==> config.mk <==
export PLATFORM = sky130hd
export DESIGN_NAME = modbus_rtu_rsp_parser_flat
export DESIGN_NICKNAME = d
export VERILOG_FILES = /design/src/rtl/modbus_rtu_rsp_parser_if.sv /design/src/rtl/modbus_rtu_rsp_parser.sv /design/src/flat_wrapper.sv
export SDC_FILE = /design/constraint.sdc
export NUM_CORES = 1
export LEC_CHECK = 0
export ABC_CLOCK_PERIOD_IN_PS = 4800
export CAP_MARGIN = 20
export CORE_UTILIZATION = 64
export CTS_BUF_LIST = sky130_fd_sc_hd__clkbuf_4 sky130_fd_sc_hd__clkbuf_8
export DETAILED_ROUTE_END_ITERATION = 12
export GPL_TIMING_DRIVEN = 0
export PLACE_DENSITY = 0.87
export RECOVER_POWER = 100
export SLEW_MARGIN = 5
export SYNTH_ARGS = -nofsm -noshare
export SYNTH_HDL_FRONTEND = slang
export SYNTH_SLANG_ARGS = --single-unit
==> constraint.sdc <==
create_clock -name clk -period 4.8 [get_ports clk]
set_input_delay 0.96 -clock clk [delete_from_list [all_inputs] [get_ports clk]]
set_output_delay 0.96 -clock clk [all_outputs]
set_load 0.005 [all_outputs]
==> src/rtl/modbus_rtu_rsp_parser_if.sv <==
// Byte input and register write bus for the Modbus RTU response parser.
// The slave side is the parser; the master side feeds bytes and watches outputs.
interface modbus_rtu_rsp_parser_if;
  logic [7:0]  rx_data;
  logic        rx_valid;
  logic [7:0]  adr;
  logic [7:0]  n_data;
  logic [15:0] data_in;
  logic        data_strb;
  logic        crc_validate;
  logic        frame_ok;
  logic        frame_err;
  logic [2:0]  err_code;

  modport slave (
    input  rx_data, rx_valid,
    output adr, n_data, data_in, data_strb,
    output crc_validate, frame_ok, frame_err, err_code
  );

  modport master (
    output rx_data, rx_valid,
    input  adr, n_data, data_in, data_strb,
    input  crc_validate, frame_ok, frame_err, err_code
  );
endinterface

==> src/rtl/modbus_rtu_rsp_parser.sv <==
// Modbus RTU read-registers response parser (func 0x03/0x04).
// Streams register writes, then sweeps a commit strobe once the CRC is good.
module modbus_rtu_rsp_parser #(
  parameter int MAX_REGS = 16,
  parameter int T35_CLKS = 16700
) (
  input logic clk,
  input logic reset,
  modbus_rtu_rsp_parser_if.slave bus
);

  localparam int GW = $clog2(T35_CLKS + 1);
  localparam logic [GW-1:0] T35 = GW'(T35_CLKS);
  localparam logic [8:0] MAX_BYTES = 9'(2 * MAX_REGS);

  typedef enum logic [3:0] {
    S_ADDR, S_FUNC, S_COUNT, S_DATA_HI, S_DATA_LO,
    S_CRC_LO, S_CRC_HI, S_SWEEP, S_DISCARD
  } state_e;

  state_e state_q, state_d;
  logic [15:0] crc_q, crc_d;
  logic [GW-1:0] gap_q, gap_d;
  logic [7:0] addr_q, addr_d;
  logic [7:0] byte_q, byte_d;
  logic [7:0] cnt_q, cnt_d;
  logic [7:0] idx_q, idx_d;
  logic swrx_q, swrx_d;
  logic [7:0] adr_q, adr_d;
  logic [7:0] n_data_q, n_data_d;
  logic [15:0] data_in_q, data_in_d;
  logic data_strb_q, data_strb_d;
  logic cv_q, cv_d;
  logic frame_ok_q, frame_ok_d;
  logic frame_err_q, frame_err_d;
  logic [2:0] err_code_q, err_code_d;

  logic rxv;
  logic [7:0] rxd;
  logic gap_sat;
  logic in_frame;
  logic [15:0] crc_next;
  logic [7:0] idx_inc;

  function automatic logic [15:0] crc_upd(
    input logic [15:0] c,
    input logic [7:0]  b
  );
    logic [15:0] r;
    r = c ^ {8'h00, b};
    for (int i = 0; i < 8; i++) begin
      r = r[0] ? ((r >> 1) ^ 16'hA001) : (r >> 1);
    end
    return r;
  endfunction

  assign rxv      = bus.rx_valid;
  assign rxd      = bus.rx_data;
  assign gap_sat  = (gap_q == T35);
  assign crc_next = crc_upd(crc_q, rxd);
  assign idx_inc  = idx_q + 8'd1;
  assign in_frame = state_q inside {S_FUNC, S_COUNT, S_DATA_HI,
                                    S_DATA_LO, S_CRC_LO, S_CRC_HI};

  // Next-state, datapath and output pulse computation.
  always_comb begin
    state_d     = state_q;
    crc_d       = crc_q;
    gap_d       = rxv ? '0 : (gap_sat ? gap_q : gap_q + GW'(1));
    addr_d      = addr_q;
    byte_d      = byte_q;
    cnt_d       = cnt_q;
    idx_d       = idx_q;
    swrx_d      = swrx_q;
    adr_d       = adr_q;
    n_data_d    = n_data_q;
    data_in_d   = data_in_q;
    err_code_d  = err_code_q;
    data_strb_d = 1'b0;
    cv_d        = 1'b0;
    frame_ok_d  = 1'b0;
    frame_err_d = 1'b0;

    if (in_frame && gap_sat && !rxv) begin
      frame_err_d = 1'b1;
      err_code_d  = 3'd2;
      state_d     = S_ADDR;
    end else begin
      unique case (state_q)
        S_ADDR: if (rxv) begin
          addr_d  = rxd;
          crc_d   = crc_upd(16'hFFFF, rxd);
          state_d = S_FUNC;
        end
        S_FUNC: if (rxv) begin
          crc_d = crc_next;
          unique case (1'b1)
            (rxd == 8'h03) || (rxd == 8'h04): state_d = S_COUNT;
            rxd[7]: begin
              frame_err_d = 1'b1;
              err_code_d  = 3'd3;
              state_d     = S_DISCARD;
            end
            default: begin
              frame_err_d = 1'b1;
              err_code_d  = 3'd4;
              state_d     = S_DISCARD;
            end
          endcase
        end
        S_COUNT: if (rxv) begin
          crc_d = crc_next;
          if (!rxd[0] && rxd != 8'd0 && {1'b0, rxd} <= MAX_BYTES) begin
            cnt_d   = {1'b0, rxd[7:1]};
            idx_d   = 8'd0;
            state_d = S_DATA_HI;
          end else begin
            frame_err_d = 1'b1;
            err_code_d  = 3'd5;
            state_d     = S_DISCARD;
          end
        end
        S_DATA_HI: if (rxv) begin
          crc_d   = crc_next;
          byte_d  = rxd;
          state_d = S_DATA_LO;
        end
        S_DATA_LO: if (rxv) begin
          crc_d       = crc_next;
          data_strb_d = 1'b1;
          data_in_d   = {byte_q, rxd};
          n_data_d    = idx_inc;
          adr_d       = addr_q;
          idx_d       = idx_inc;
          state_d     = (idx_inc == cnt_q) ? S_CRC_LO : S_DATA_HI;
        end
        S_CRC_LO: if (rxv) begin
          byte_d  = rxd;
          state_d = S_CRC_HI;
        end
        S_CRC_HI: if (rxv) begin
          if ({rxd, byte_q} == crc_q) begin
            cv_d     = 1'b1;
            n_data_d = 8'd1;
            adr_d    = addr_q;
            swrx_d   = 1'b0;
            state_d  = S_SWEEP;
          end else begin
            frame_err_d = 1'b1;
            err_code_d  = 3'd1;
            state_d     = S_ADDR;
          end
        end
        S_SWEEP: begin
          if (rxv) swrx_d = 1'b1;
          if (n_data_q == cnt_q) begin
            frame_ok_d = 1'b1;
            state_d    = (swrx_q || rxv) ? S_DISCARD : S_ADDR;
          end else begin
            cv_d     = 1'b1;
            n_data_d = n_data_q + 8'd1;
          end
        end
        S_DISCARD: if (gap_sat && !rxv) state_d = S_ADDR;
        default: state_d = S_ADDR;
      endcase
    end
  end

  // State and output registers, cleared asynchronously.
  always_ff @(posedge clk or negedge reset) begin
    if (!reset) begin
      state_q     <= S_ADDR;
      crc_q       <= 16'hFFFF;
      gap_q       <= '0;
      addr_q      <= '0;
      byte_q      <= '0;
      cnt_q       <= '0;
      idx_q       <= '0;
      swrx_q      <= 1'b0;
      adr_q       <= '0;
      n_data_q    <= '0;
      data_in_q   <= '0;
      data_strb_q <= 1'b0;
      cv_q        <= 1'b0;
      frame_ok_q  <= 1'b0;
      frame_err_q <= 1'b0;
      err_code_q  <= '0;
    end else begin
      state_q     <= state_d;
      crc_q       <= crc_d;
      gap_q       <= gap_d;
      addr_q      <= addr_d;
      byte_q      <= byte_d;
      cnt_q       <= cnt_d;
      idx_q       <= idx_d;
      swrx_q      <= swrx_d;
      adr_q       <= adr_d;
      n_data_q    <= n_data_d;
      data_in_q   <= data_in_d;
      data_strb_q <= data_strb_d;
      cv_q        <= cv_d;
      frame_ok_q  <= frame_ok_d;
      frame_err_q <= frame_err_d;
      err_code_q  <= err_code_d;
    end
  end

  assign bus.adr          = adr_q;
  assign bus.n_data       = n_data_q;
  assign bus.data_in      = data_in_q;
  assign bus.data_strb    = data_strb_q;
  assign bus.crc_validate = cv_q;
  assign bus.frame_ok     = frame_ok_q;
  assign bus.frame_err    = frame_err_q;
  assign bus.err_code     = err_code_q;

endmodule

==> src/flat_wrapper.sv <==
// flat-port wrapper written by rule: the top's interface ports become plain ports
module modbus_rtu_rsp_parser_flat 
#(
  parameter int MAX_REGS = 16,
  parameter int T35_CLKS = 16700
)
  (clk, reset, bus_rx_data, bus_rx_valid, bus_adr, bus_n_data, bus_data_in, bus_data_strb, bus_crc_validate, bus_frame_ok, bus_frame_err, bus_err_code);
  modbus_rtu_rsp_parser_if bus_i ();
  input logic clk;
  input logic reset;
  input wire logic [$bits(bus_i.rx_data)-1:0] bus_rx_data;
  input wire logic [$bits(bus_i.rx_valid)-1:0] bus_rx_valid;
  output wire logic [$bits(bus_i.adr)-1:0] bus_adr;
  output wire logic [$bits(bus_i.n_data)-1:0] bus_n_data;
  output wire logic [$bits(bus_i.data_in)-1:0] bus_data_in;
  output wire logic [$bits(bus_i.data_strb)-1:0] bus_data_strb;
  output wire logic [$bits(bus_i.crc_validate)-1:0] bus_crc_validate;
  output wire logic [$bits(bus_i.frame_ok)-1:0] bus_frame_ok;
  output wire logic [$bits(bus_i.frame_err)-1:0] bus_frame_err;
  output wire logic [$bits(bus_i.err_code)-1:0] bus_err_code;
  assign bus_i.rx_data = bus_rx_data;
  assign bus_i.rx_valid = bus_rx_valid;
  assign bus_adr = bus_i.adr;
  assign bus_n_data = bus_i.n_data;
  assign bus_data_in = bus_i.data_in;
  assign bus_data_strb = bus_i.data_strb;
  assign bus_crc_validate = bus_i.crc_validate;
  assign bus_frame_ok = bus_i.frame_ok;
  assign bus_frame_err = bus_i.frame_err;
  assign bus_err_code = bus_i.err_code;
  modbus_rtu_rsp_parser #(.MAX_REGS(MAX_REGS), .T35_CLKS(T35_CLKS)) u_core (.clk(clk), .reset(reset), .bus(bus_i));
endmodule
==> summary.md <==
| Metric | Value |
|---|---|
| Final min period | 3910 ps |
| CTS tree | done |
| CTS Root Cell | clkbuf_8 |
| Cells after DPL | 738 |
| Final Max Tran Viols | 52 |
| Critical path endpoint | u_core.idx_q[3] |
| Die ar. | 9090 sq um |
| Setup-failing EPs final | 0 |
| Worst setup path class | input port to flop |
| Peak supply drop | ~0.00044 V |
| Max_slew headroom | -0.861 |
| Critical Path Start | bus_rx_data[7] |
| Final weighted congestion in routability-driven placement | 0.941 |
| Initial detailed-routing violation count | 327 |
| CP endpoint kind | flop |
| TritonCTS Buffers | 9 |
| Register share of total power | 0.446 |
| Gr ovfl total | 0 |
| # diodes | 0 |
| Switch Pwr | 0.000971 W |
| GRT Resource Usage Total | 0.305 |
| Worst EP arrival | 4200 ps |
| Syn Nets | 606 |
| # fillers | 589 |
| DRC | 0 |
| Htree depth | 3 |
| Core area | 8340 sq um |
| Syn Area/Cell | roughly 9.6 sq um |
| Async S/R FF share, synth | 1.00 |
| Initial antenna violation count | 0 |
| FF-to-FF End | u_core.bus.adr[4] |
| DR WL/cell | between 15 and 20 um |
| Area of the multi-input gates | 2740 sq um |
| Post-synth EDFFs | 0 |
| Router iterations before antenna repair | 6 |
| Resize count post-CTS | 0 |
| Global-route wire length before repair | approximately 21,000 um |
| Gate Count Post-Synth | 583 |
| Post-synthesis cell area | 5580 sq um |
| Hold Crit Class | flop to flop |
| Worst-path fanout max | 9 |
| CTS Buffer Depth | 2 |
| CTS sink cnt | 106 |
| CP dominant cell by count | o21ai_0 |
| Initial Util | 0.669 |
| Synthesized flop and latch total | 106 |
| Static Leak | ~2.8 nW |
| Final period util | 0.815 |
| Seq/Total Area, Yosys | 0.479 |
| Gate power share | 0.351 |
| Hold Worst Slack | 480 ps |
| Final Instance Area | 6420 sq um |
| Crit path max-delay family | compound AO/OA/AOI/OAI gates |
| Post-CTS Hold Buffers | 0 |
| Layout cell share with drive strength beyond 1 | 0.0894 |
| Reg clk slew, reported paths | 120 ps |
| Switching share of power | 0.358 |
| Worst reg2reg path depth | 7 |
| Register area | 2670 sq um |
| Buf+Inv Stages, Crit Path | 2 |
| I/O Buffers | 49 |
| Final WL | 12,900 um |
| Fmax | 256 MHz |
| Final std cells w/o fill | 754 |
| Max-capacitance violation count | 1 |
| Commonest non-fill, non-tap cell in the layout | nand2_1 |
| Vias | between 4,000 and 5,000 |
| Post-synth top flop | dfrtp_1 |
| Critical path's slowest cell | dlygate4sd3_1 |
| Critical path's largest stage delay | 710 ps |
| Vert. Die Dim | roughly 95 um |
| Clock network fraction of total power | 0.202 |
| Area grow syn2layout | 15.1% |
| Dpl hpwl | 9380 um |
| RSZ-0062 raised after global routing | no |
| RR Startpoint | u_core.crc_q[0] |
| Status | finished with violations |
| Violated checks | max-capacitance violations, max-slew violations |
| Final net count | approximately 670 |
| Vias in the first global route | approximately 4,400 |
| R2R Setup Slk | roughly 1800 ps |
| Post-DP Area | 6230 sq um |
| Final Hold Vio Count | 0 |
| Yosys warnings | 0 |
| Number of core rows | 33 |
| Pint | 0.00175 W |
| Critical Path, Cell by Cell | dlygate4sd3_1 > clkinv_1 > ha_1 > and4_1 > o21ai_0 > nor4_1 > o21ai_0 > o21ai_0 > o31ai_1 |
| IO Pins | 50 |
| Antenna viol nets, final | 0 |
| Worst-Margin Slew | 2790 ps |
| Setup bufs post-CTS | 0 |
| Startpoint types | input port |
| Largest net degree at the start of global routing | 56 |
| Via-to-Cell Ratio | 6.06 |
| Most frequent cells in the layout | nand2_1, dfrtp_1, o21ai_0 |
| CP required | 5090 ps |
| Levels on crit path | 9 |
| Die width | 95.4 um |
| Clk_skew | 20.2 ps |
| Pwr dens | 423 nW/um^2 |
| Worst-Skew Late Latency | roughly 380 ps |
| Netlist cell types | 59 |
## state kept, by name, summed over array words and instances (netlist names)
register                 count
u_core.cnt_q                 7
u_core.crc_q                16
u_core.bus.adr               8
u_core.bus.err_code          3
u_core.addr_q                8
u_core.bus.data_in          16
u_core.swrx_q                1
u_core.state_q               4
u_core.bus.frame_err         1
u_core.idx_q                 8
u_core.bus.data_strb         1
u_core.byte_q                8
u_core.bus.crc_validate      1
u_core.bus.n_data            8
u_core.gap_q                15
u_core.bus.frame_ok          1
## stage by stage
step / total power (W) / util / setup slack [ps] / setup TNS, ps
5_1_grt: 0.00287 / 0.770 / 797 / 0
3_5_place_dp: 0.00218 / 0.746 / 818 / 0
2_1_floorplan: 0.00193 / - / 2050 / 0
4_1_cts: 0.00273 / 0.771 / 1210 / 0
6_report: 0.00272 / 0.770 / 889 / 0
3_3_place_gp: 0.00213 / 0.743 / -1010 / -89930
## layer usage
metal / up-vias / share of wire / GRT usage
met5: - / 0 / 0
met4: 0 / 0.017 / 0.0909
met3: 27 / 0.064 / 0.0662
met2: 189 / 0.51 / 0.532
met1: 2232 / 0.41 / 0.379
li1: 2118 / - / -
## cells in the mapped netlist, drive strengths merged, types with 5 or more instances
cell type  count  area, sq um
ha            12          150
and3           8         50.1
xor2          25          226
dfstp         16          420
nand4          8         50.1
or3            5         31.3
a21oi         11         55.1
nand2        100          375
buf            7         33.8
o21ai         67          339
dfrtp         90         2250
nor4           6         43.8
inv           13         48.8
xnor2         50          438
o311ai         5         51.3
nor3           8         40.0
mux2          16          180
nor2          46          173
clkbuf        20         75.1
nand3         19         95.1
## layout make-up
type,instances,area share
repair buffers,50,0.0797
multi-input cells,436,0.426
plain buffers,27,0.0168
flip-flops and latches,106,0.416
clock buffers,9,0.0193
clock inverters,7,0.0131
well taps,105,0.0205
inverters,14,0.00818
## kinds of logic after synthesis
| kind of cell | synth area share |
|---|---|
| DFF | 0.479 |
| adders and majority gates | 0.0269 |
| xor gates and xnor gates | 0.135 |
| buffers and inverters | 0.0289 |
| and+or+nand+nor | 0.180 |
| muxes | 0.0341 |
| AOI/OAI and AO/OA | 0.116 |
## worst min-delay path by stage
stage                                 startpoint                      to  slack, ps  depth (start not counted)
final                     u_core.bus.data_in[11]  u_core.bus.data_in[11]        480                          2
after global routing      u_core.bus.data_in[11]  u_core.bus.data_in[11]        510                          2
after detailed placement  u_core.bus.data_in[11]  u_core.bus.data_in[11]        460                          2
after floorplan                 u_core.addr_q[0]        u_core.addr_q[0]        440                          2
after global placement    u_core.bus.data_in[11]  u_core.bus.data_in[11]        460                          2
after CTS                 u_core.bus.data_in[11]  u_core.bus.data_in[11]        490                          2
## worst reg2reg max path: stages, from the launching register on
cell,delay (ps)
dfstp_2,630
xnor2_1,140
nand4_1,100
nor4_1,770
nand3b_1,230
nor2b_1,210
clkbuf_1,370
mux2_2,390
## power groups by stage
stage | logic, W | clock network [W] | registers (W)
2_1_floorplan | 0.000740 | 0 | 0.00119
3_3_place_gp | 0.000914 | 0 | 0.00122
3_5_place_dp | 0.000956 | 0 | 0.00123
4_1_cts | 0.000965 | 0.000557 | 0.00121
5_1_grt | 0.00106 | 0.000589 | 0.00123
6_report | 0.000954 | 0.000550 | 0.00121
Note: power is estimated with default switching activity, not from simulation.
